[config.mk]
export PLATFORM = sky130hd
export DESIGN_NAME = ahbl_splitter_n
export DESIGN_NICKNAME = d
export VERILOG_FILES = /design/src/rtl/ahbl_pkg.sv /design/src/rtl/ahbl_default_slave.sv /design/src/rtl/ahbl_splitter_n.sv
export SDC_FILE = /design/constraint.sdc
export NUM_CORES = 1
export LEC_CHECK = 0
export CAP_MARGIN = 5
export CORE_ASPECT_RATIO = 0.7
export CORE_MARGIN = 2
export CORE_UTILIZATION = 27
export DETAILED_ROUTE_END_ITERATION = 7
export PLACE_DENSITY = 0.84
export SLEW_MARGIN = 20
export SYNTH_ARGS = -nofsm -noshare
export SYNTH_HDL_FRONTEND = slang
export SYNTH_HIERARCHICAL = 1
export SYNTH_SLANG_ARGS = --single-unit
[constraint.sdc]
create_clock -name HCLK -period 2 [get_ports HCLK]
set_input_delay 0.2 -clock HCLK [delete_from_list [all_inputs] [get_ports HCLK]]
set_output_delay 0.2 -clock HCLK [all_outputs]
set_load 0.02 [all_outputs]
[src/rtl/ahbl_pkg.sv]
// Shared AHB-Lite encodings for the system-bus splitter and its default slave.
package ahbl_pkg;

  typedef enum logic [1:0] {
    HTRANS_IDLE   = 2'b00,
    HTRANS_BUSY   = 2'b01,
    HTRANS_NONSEQ = 2'b10,
    HTRANS_SEQ    = 2'b11
  } htrans_e;

  localparam logic HRESP_OKAY  = 1'b0;
  localparam logic HRESP_ERROR = 1'b1;

  typedef enum logic [1:0] {
    DS_IDLE = 2'b00,
    DS_ERR1 = 2'b01,
    DS_ERR2 = 2'b10
  } ds_state_e;

  function automatic logic is_active_xfer(input logic [1:0] htrans);
    return (htrans == HTRANS_NONSEQ) || (htrans == HTRANS_SEQ);
  endfunction

endpackage

[src/rtl/ahbl_default_slave.sv]
// Default slave: two-cycle ERROR response for unmapped pages, plus sticky
// first-error address capture and a saturating error counter.
module ahbl_default_slave
  import ahbl_pkg::*;
#(
  parameter int unsigned ERR_CNT_W = 8
) (
  input  logic                 clk_i,
  input  logic                 rst_i,
  input  logic                 hready_i,
  input  logic                 xfer_i,
  input  logic                 hit_i,
  input  logic [31:0]          haddr_i,
  input  logic                 err_clr_i,
  output logic                 ds_hready_o,
  output logic                 ds_hresp_o,
  output logic                 err_valid_o,
  output logic [31:0]          err_addr_o,
  output logic [ERR_CNT_W-1:0] err_cnt_o
);

  ds_state_e state_q;
  logic      enter;

  assign enter = hready_i & xfer_i & ~hit_i & (state_q != DS_ERR1);

  always_ff @(posedge clk_i) begin
    if (rst_i) begin
      state_q     <= DS_IDLE;
      ds_hready_o <= 1'b1;
      ds_hresp_o  <= HRESP_OKAY;
      err_valid_o <= 1'b0;
      err_addr_o  <= '0;
      err_cnt_o   <= '0;
    end else begin
      case (state_q)
        DS_ERR1: begin
          state_q     <= DS_ERR2;
          ds_hready_o <= 1'b1;
          ds_hresp_o  <= HRESP_ERROR;
        end
        default: begin
          // DS_ERR2 samples the next address phase exactly like DS_IDLE
          if (enter) begin
            state_q     <= DS_ERR1;
            ds_hready_o <= 1'b0;
            ds_hresp_o  <= HRESP_ERROR;
          end else begin
            state_q     <= DS_IDLE;
            ds_hready_o <= 1'b1;
            ds_hresp_o  <= HRESP_OKAY;
          end
        end
      endcase

      if (enter) begin
        err_valid_o <= 1'b1;
        if (err_clr_i || !err_valid_o) err_addr_o <= haddr_i;
        if (err_clr_i)              err_cnt_o <= ERR_CNT_W'(1);
        else if (err_cnt_o != '1)   err_cnt_o <= err_cnt_o + ERR_CNT_W'(1);
      end else if (err_clr_i) begin
        err_valid_o <= 1'b0;
        err_addr_o  <= '0;
        err_cnt_o   <= '0;
      end
    end
  end

endmodule

[src/rtl/ahbl_splitter_n.sv]
// N-port AHB-Lite address decoder and data-phase response mux with an
// integrated default slave for unmapped pages.
module ahbl_splitter_n
  import ahbl_pkg::*;
#(
  parameter int unsigned                       NUM_SLAVES    = 5,
  parameter int unsigned                       PAGE_BITS     = 4,
  parameter logic [NUM_SLAVES*PAGE_BITS-1:0]   SLAVE_PAGES   = {4'h6, 4'h5, 4'h4, 4'h2, 4'h0},
  parameter logic [31:0]                       DEFAULT_RDATA = 32'hBADDBEEF,
  parameter int unsigned                       ERR_CNT_W     = 8
) (
  input  logic                       HCLK,
  input  logic                       HRESET,
  input  logic [31:0]                HADDR,
  input  logic [1:0]                 HTRANS,
  output logic                       HREADY,
  output logic                       HRESP,
  output logic [31:0]                HRDATA,
  output logic [NUM_SLAVES-1:0]      HSEL,
  input  logic [32*NUM_SLAVES-1:0]   S_HRDATA,
  input  logic [NUM_SLAVES-1:0]      S_HREADYOUT,
  input  logic [NUM_SLAVES-1:0]      S_HRESP,
  input  logic                       ERR_CLR,
  output logic                       ERR_VALID,
  output logic [31:0]                ERR_ADDR,
  output logic [ERR_CNT_W-1:0]       ERR_CNT
);

  logic [NUM_SLAVES-1:0] page_match;
  logic [NUM_SLAVES-1:0] sel_q, sel_d;
  logic                  dflt_q, dflt_d;
  logic                  hit, xfer;
  logic                  ds_hready, ds_hresp;
  logic [31:0]           mux_rdata;
  logic                  mux_ready, mux_resp;

  for (genvar g = 0; g < NUM_SLAVES; g++) begin : g_match
    assign page_match[g] = (HADDR[31 -: PAGE_BITS] == SLAVE_PAGES[g*PAGE_BITS +: PAGE_BITS]);
  end

  // Duplicate pages resolve to the lowest index, keeping HSEL at most one-hot
  always_comb begin
    logic taken;
    taken = 1'b0;
    HSEL  = '0;
    for (int unsigned i = 0; i < NUM_SLAVES; i++) begin
      HSEL[i] = page_match[i] & ~taken;
      taken   = taken | page_match[i];
    end
  end

  assign hit  = |HSEL;
  assign xfer = is_active_xfer(HTRANS);

  always_comb begin
    sel_d  = sel_q;
    dflt_d = dflt_q;
    if (HREADY) begin
      if (xfer && hit) begin
        sel_d  = HSEL;
        dflt_d = 1'b0;
      end else if (xfer) begin
        sel_d  = '0;
        dflt_d = 1'b1;
      end else begin
        sel_d  = '0;
        dflt_d = 1'b0;
      end
    end
  end

  always_ff @(posedge HCLK) begin
    if (HRESET) begin
      sel_q  <= '0;
      dflt_q <= 1'b0;
    end else begin
      sel_q  <= sel_d;
      dflt_q <= dflt_d;
    end
  end

  always_comb begin
    mux_rdata = '0;
    mux_ready = 1'b0;
    mux_resp  = 1'b0;
    for (int unsigned i = 0; i < NUM_SLAVES; i++) begin
      if (sel_q[i]) begin
        mux_rdata = mux_rdata | S_HRDATA[i*32 +: 32];
        mux_ready = mux_ready | S_HREADYOUT[i];
        mux_resp  = mux_resp  | S_HRESP[i];
      end
    end
  end

  assign HRDATA = (|sel_q) ? mux_rdata : DEFAULT_RDATA;
  assign HREADY = (|sel_q) ? mux_ready : (dflt_q ? ds_hready : 1'b1);
  assign HRESP  = (|sel_q) ? mux_resp  : (dflt_q ? ds_hresp  : HRESP_OKAY);

  ahbl_default_slave #(
    .ERR_CNT_W (ERR_CNT_W)
  ) u_dflt (
    .clk_i       (HCLK),
    .rst_i       (HRESET),
    .hready_i    (HREADY),
    .xfer_i      (xfer),
    .hit_i       (hit),
    .haddr_i     (HADDR),
    .err_clr_i   (ERR_CLR),
    .ds_hready_o (ds_hready),
    .ds_hresp_o  (ds_hresp),
    .err_valid_o (ERR_VALID),
    .err_addr_o  (ERR_ADDR),
    .err_cnt_o   (ERR_CNT)
  );

endmodule

# Word-level counts from Yosys, hierarchy flattened
# Cells that the tools add are included.
# op_classes
n_mux,37
add_sub_neg,1
n_reduce_logical,12
bitwise_logic,27
n_eq_ne,10
# ops
cell,count
$mux W32,9
$or A32 B32 Y32,4
$mux W8,4
$mux W1,22
$eq A4 B3 Y1 const B,3
$or A1 B1 Y1,11
$reduce_or A5 Y1,2
$add A8 B1 Y8 const B,1
$ne A8 B8 Y1 const B,1
$and A1 B1 Y1,7
$mux W5,1
$not A1 Y1,5
$eq A2 B2 Y1 const B,2
$eq A4 B2 Y1 const B,1
$logic_not A4 Y1,1
$reduce_and A2 Y1,2
$reduce_bool A2 Y1,2
$eq A2 B1 Y1 const B,1
$logic_or A1 B1 Y1,2
$mux W2,1
$ne A2 B1 Y1 const B,1
$ne A2 B2 Y1 const B,1
$reduce_or A2 Y1,1
$logic_and A1 B1 Y1,1
$logic_not A1 Y1,1
# word_totals
register_bits,51
out_inout_bits,80
input_bits,207
elab_cells,96

# Longest topological paths before layout
# depth
ltp_word,15
mapped_depth,10
depth_no_buf,8

# Cells and area by module
# Netlist, hierarchy kept.
# by_module_without_submodules
mod,area_per_inst_um2,cells_each,instances,seq_area_each_um2
ahbl_default_slave,1677.9,172,1,900.9
ahbl_splitter_n,1187.4,162,1,120.1

# Worst setup path after synthesis
# No wires, ideal clock.
# synth_timing
path_type,register to register
startpoint,reg sel_q[0]
endpoint,reg u_dflt.err_addr_o[0]
setup_slack_ns,-0.259
path_buffers,2
period_less_slack_ns,2.259
arrival_time_ns,2.194
path_stages_with_launch,10
required_ns,1.935
setup_ns,0.065
path_cell_list,dfxtp_1 buf_6 a222oi_1 nand3_1 and2_1 and3b_1 a31oi_2 buf_2 a22oi_1 nor2_1
# synth_between
elab_chain_len,15
word_cells_on_any_way,18
classes_between,eq/ne (1); mux (7); bitwise (7); reduce/logical (3)
# synth_rtl
element,line,source
"start, declared",ahbl_splitter_n.sv:30,"logic [NUM_SLAVES-1:0] sel_q, sel_d;"
"start signal, assigned",ahbl_splitter_n.sv:77,sel_q <= sel_d;
$mux W1,ahbl_splitter_n.sv:87,if (sel_q[i]) begin
$or A1 B1 Y1,ahbl_splitter_n.sv:89,mux_ready = mux_ready | S_HREADYOUT[i];
$mux W1,ahbl_splitter_n.sv:87,
$or A1 B1 Y1,ahbl_splitter_n.sv:89,
$mux W1,ahbl_splitter_n.sv:87,
$or A1 B1 Y1,ahbl_splitter_n.sv:89,
$mux W1,ahbl_splitter_n.sv:87,
$or A1 B1 Y1,ahbl_splitter_n.sv:89,
$mux W1,ahbl_splitter_n.sv:87,
$mux W1 (*),ahbl_splitter_n.sv:96,assign HREADY = (|sel_q) ? mux_ready : (dflt_q ? ds_hready : 1'b1);
via HREADY,ahbl_splitter_n.sv:16,"output logic HREADY,"
$and A1 B1 Y1 (*) (3 in a row),ahbl_default_slave.sv:25,assign enter = hready_i & xfer_i & ~hit_i & (state_q != DS_ERR1);
$ne A2 B2 Y1 (no line) / $reduce_bool A2 Y1 (equally long branches),-,
$reduce_and A2 Y1 (no line),-,
"end signal, assigned",ahbl_default_slave.sv:58,if (err_clr_i || !err_valid_o) err_addr_o <= haddr_i;
"end, declared",ahbl_default_slave.sv:18,"output logic [31:0] err_addr_o,"
# Mark *: on every way through the listed nets, which the timed path passes. The rest lies on a longest branch.
# A chain may end at the register's enable or synchronous reset.

# Worst setup path in the final report
# layout_timing
startpoint,reg sel_q[4]
endpoint,reg u_dflt.err_addr_o[24]
# layout_between
elab_chain_len,7
word_cells_on_any_way,10
classes_between,eq/ne (1); mux (3); bitwise (3); reduce/logical (3)
# layout_rtl
element,line
$reduce_or A5 Y1 / $mux W1 (equally long branches),"ahbl_splitter_n.sv:96, ahbl_splitter_n.sv:87"
$mux W1 (*),ahbl_splitter_n.sv:96
$and A1 B1 Y1 (*) (3 in a row),ahbl_default_slave.sv:25
$ne A2 B2 Y1 (no line) / $reduce_bool A2 Y1 (equally long branches),-
$reduce_and A2 Y1 (no line),-
# Every way passes the cells marked *; elsewhere a longest branch is shown, timed or not.

==> flow_summary.yaml <==
clock_tree:
  clk_latency_ps: 300
  clk_pin_slew_ps: 70
  root_buffer: "clkbuf_16"
  htreeDepth: 2
  cts_made_buffers: 5
  clock_sinks: 51
  clk_path_buf_depth: 2
  cts_tree: "done"
detailed_routing:
  routed_wl_microns: 15300
  vias: 4156
  drtIter0Drc: 434
  wl_per_cell_microns: 20.3
  ant_nets: 0
  vias_per_cell: 5.50
  drc_errors: 0
  firstDrtPassIters: 7
synthesis:
  avgSynthCellArea_sq_um: 8.58
  synth-seq-cells: 51
  synth-edff-count: 0
  ys_warn_count: 6
  postSynthCellCount: 334
  syn_area_sq_um: 2870
  syn-num-nets: 542
  yosys_most_used_dff: "dfxtp_1"
  ys_types: 45
  ys_top_cells_by_area: "dfxtp_1 36%, a22oi_1 17%, a222oi_1 12%"
  synth_top_area_frac: 0.356
  yosysSeqAreaShare: 0.356
  async_flop_share: 0
  synth_top_area_cell: "dfxtp_1"
sta:
  slew_violations: 0
  period_share: 1.02
  relSlewSlack: 0.683
  fmax_ghz: 0.489
  rsz0062_at_grt: "true"
  setup_violations: 31
  hold_slack_ps: 507
  max_slew.worst_pin.slew_ps: 471
  setup_slack_ps: -45.9
  hold_viol: 0
  setup_tns_ps: -457
  period_minus_slack_ps: 2050
  fin_skew_ps: 2.69
final_layout:
  nFillCells: 881
  final_common_cell: "clkdlybuf4s50_1"
  utilization: 0.596
  multi_input_area_sq_um: 1710
  final_cell_area_sq_um: 6170
  nets: 829
  area_growth_syn_to_layout_pct: 115
  seq_area_sq_um: 1020
  final_cell_mix: "246 x clkdlybuf4s50_1, 66 x a22oi_1, 50 x dfxtp_1"
  drive_gt1_frac: 0.0868
  instances_no_fill: 755
place:
  port_buffers: 285
  post_dp_cell_area_sq_um: 5990
  pre_cts_slack_ps: -233
  routabilityCongestion: 1.01
  place_hpwl_microns: 11800
  dp_cells: 744
die:
  start_util: 0.277
  die_h_microns: 90.2
  fp.dieW_microns: 127
  placementRows: 31
  die_area_sq_um: 11500
  coreArea_sq_um: 10400
  io_pins: 287
worst_setup_path:
  timing.critical_path.cells: "nor3_2 > nand2_1 > nand3_1 > and2_4 > and3b_1 > a31oi_4 > buf_12 > a22oi_1 > nor2_1"
  timing.rr.start: "sel_q[4]"
  path_class: "register to register"
  crit_path_top_delay_cell: "dfxtp_1"
  cp_num_buf_inv: 1
  crit_family: "simple AND/OR/NAND/NOR gates"
  cp-start-kind: "register"
  crit_start: "sel_q[4]"
  arrival_ps: 2230
  cp.required_ps: 2180
  endpoint_kind: "register"
  cp_max_fo: 32
  slowest_delay_ps: 360
power:
  p_sw_frac: 0.279
  power.total_mw: 3.21
  p_leak_nw: 2.25
  clkPwrFrac: 0.315
  p_comb_frac: 0.344
  p_per_area_nw_per_um2: 521
  vdd_drop_max_mv: 0.360
  p_sw_mw: 0.896
  pwr-share-seq: 0.340
  p_int_mw: 2.32
global_routing:
  grt_max_degree: 35
  antenna_found_initial: 1
  grt_pass1_wl_microns: 22300
  grt_usage: 0.247
  first_global_vias: 4096
  grt_overflow: 0
run:
  drv_cap: 0
hold_path:
  hp-class: "register to register"
  min-delay-start: "u_dflt/err_cnt_o[7]"
run_status:
  violations: "negative setup slack"
  run_status: "finished with violations"
-- Yosys cell counts, types with 2 or more instances --
cell	count
a21oi_1	6
and2_1	2
nor3b_1	4
nand3_1	29
dfxtp_1	51
o31ai_1	2
and3b_1	2
a31o_1	3
a32o_1	2
nand2_1	12
a222oi_1	34
buf_1	3
clkbuf_1	19
mux2i_1	2
inv_1	5
nor3_1	4
nand2b_1	4
and3_2	2
buf_6	2
buf_2	9
nor3_2	2
nor4_1	2
a22oi_1	66
nand4_1	4
nor2_1	43
-- power groups by stage --
stage,sequential (mW),combinational [mW],clock [mW]
floorplan,1.16,0.354,0
global placement,1.11,1.12,0
detailed placement,1.12,1.14,0
CTS,1.09,1.10,1.03
global route,1.10,1.17,1.07
finish,1.09,1.11,1.01
-- state kept, by name (all words and copies together), names as in the netlist --
register	cells
dflt_q	1
sel_q	5
u_dflt/ds_hready_o	1
u_dflt/ds_hresp_o	1
u_dflt/err_addr_o	32
u_dflt/err_cnt_o	8
u_dflt/err_valid_o	1
u_dflt/state_q	2
-- worst reg2reg max path: cells and delay by family (launching register included) --
family / cells / cell delay (ps)
buf+inv: 1 / 190
simple gates: 6 / 1040
flops: 1 / 360
compound gates: 2 / 360
-- path summary, 6_finish.rpt --
check             slack (ps)  cells past startpoint               endpoint
setup / recovery         -50                      9  u_dflt/err_addr_o[24]
hold reg to reg          510                      2    u_dflt/err_cnt_o[7]
setup reg to reg         -50                      9  u_dflt/err_addr_o[24]
hold / removal           510                      2    u_dflt/err_cnt_o[7]
-- layer usage --
metal	GRT usage	up-vias	wire length [microns]
met1	0.296	1977	6070
met4	0.0824	0	424
met3	0.0571	34	1090
met2	0.434	224	7720
li1	-	1921	-
met5	0	-	0
-- timing repair --
item / 4_1_cts / 5_1_grt
pin swaps: 1 / 5
resized for setup: 38 / 4
setup endpoints to repair: 66 / 58
hold buffers: 0 / 0
buffers inserted: 1 / 1
endpoints found under the hold margin: 0 / 0
-- cell type report --
cell class / instances / area share
repair buffers: 313 / 0.499
diodes: 1 / 0.000406
multi-input cells: 245 / 0.277
inverters: 5 / 0.00304
flip-flops and latches: 51 / 0.166
clock inverters: 2 / 0.00568
well taps: 132 / 0.0268
clock buffers: 6 / 0.0225
-- logic make-up after synthesis --
group / share of synthesized area
buf+inv: 0.0590
mux: 0.00699
fa+ha+maj: 0.00437
simple gates: 0.215
flops: 0.356
compound gates: 0.355
xor+xnor: 0.00306
No activity file was read; power rests on OpenSTA's default activity.
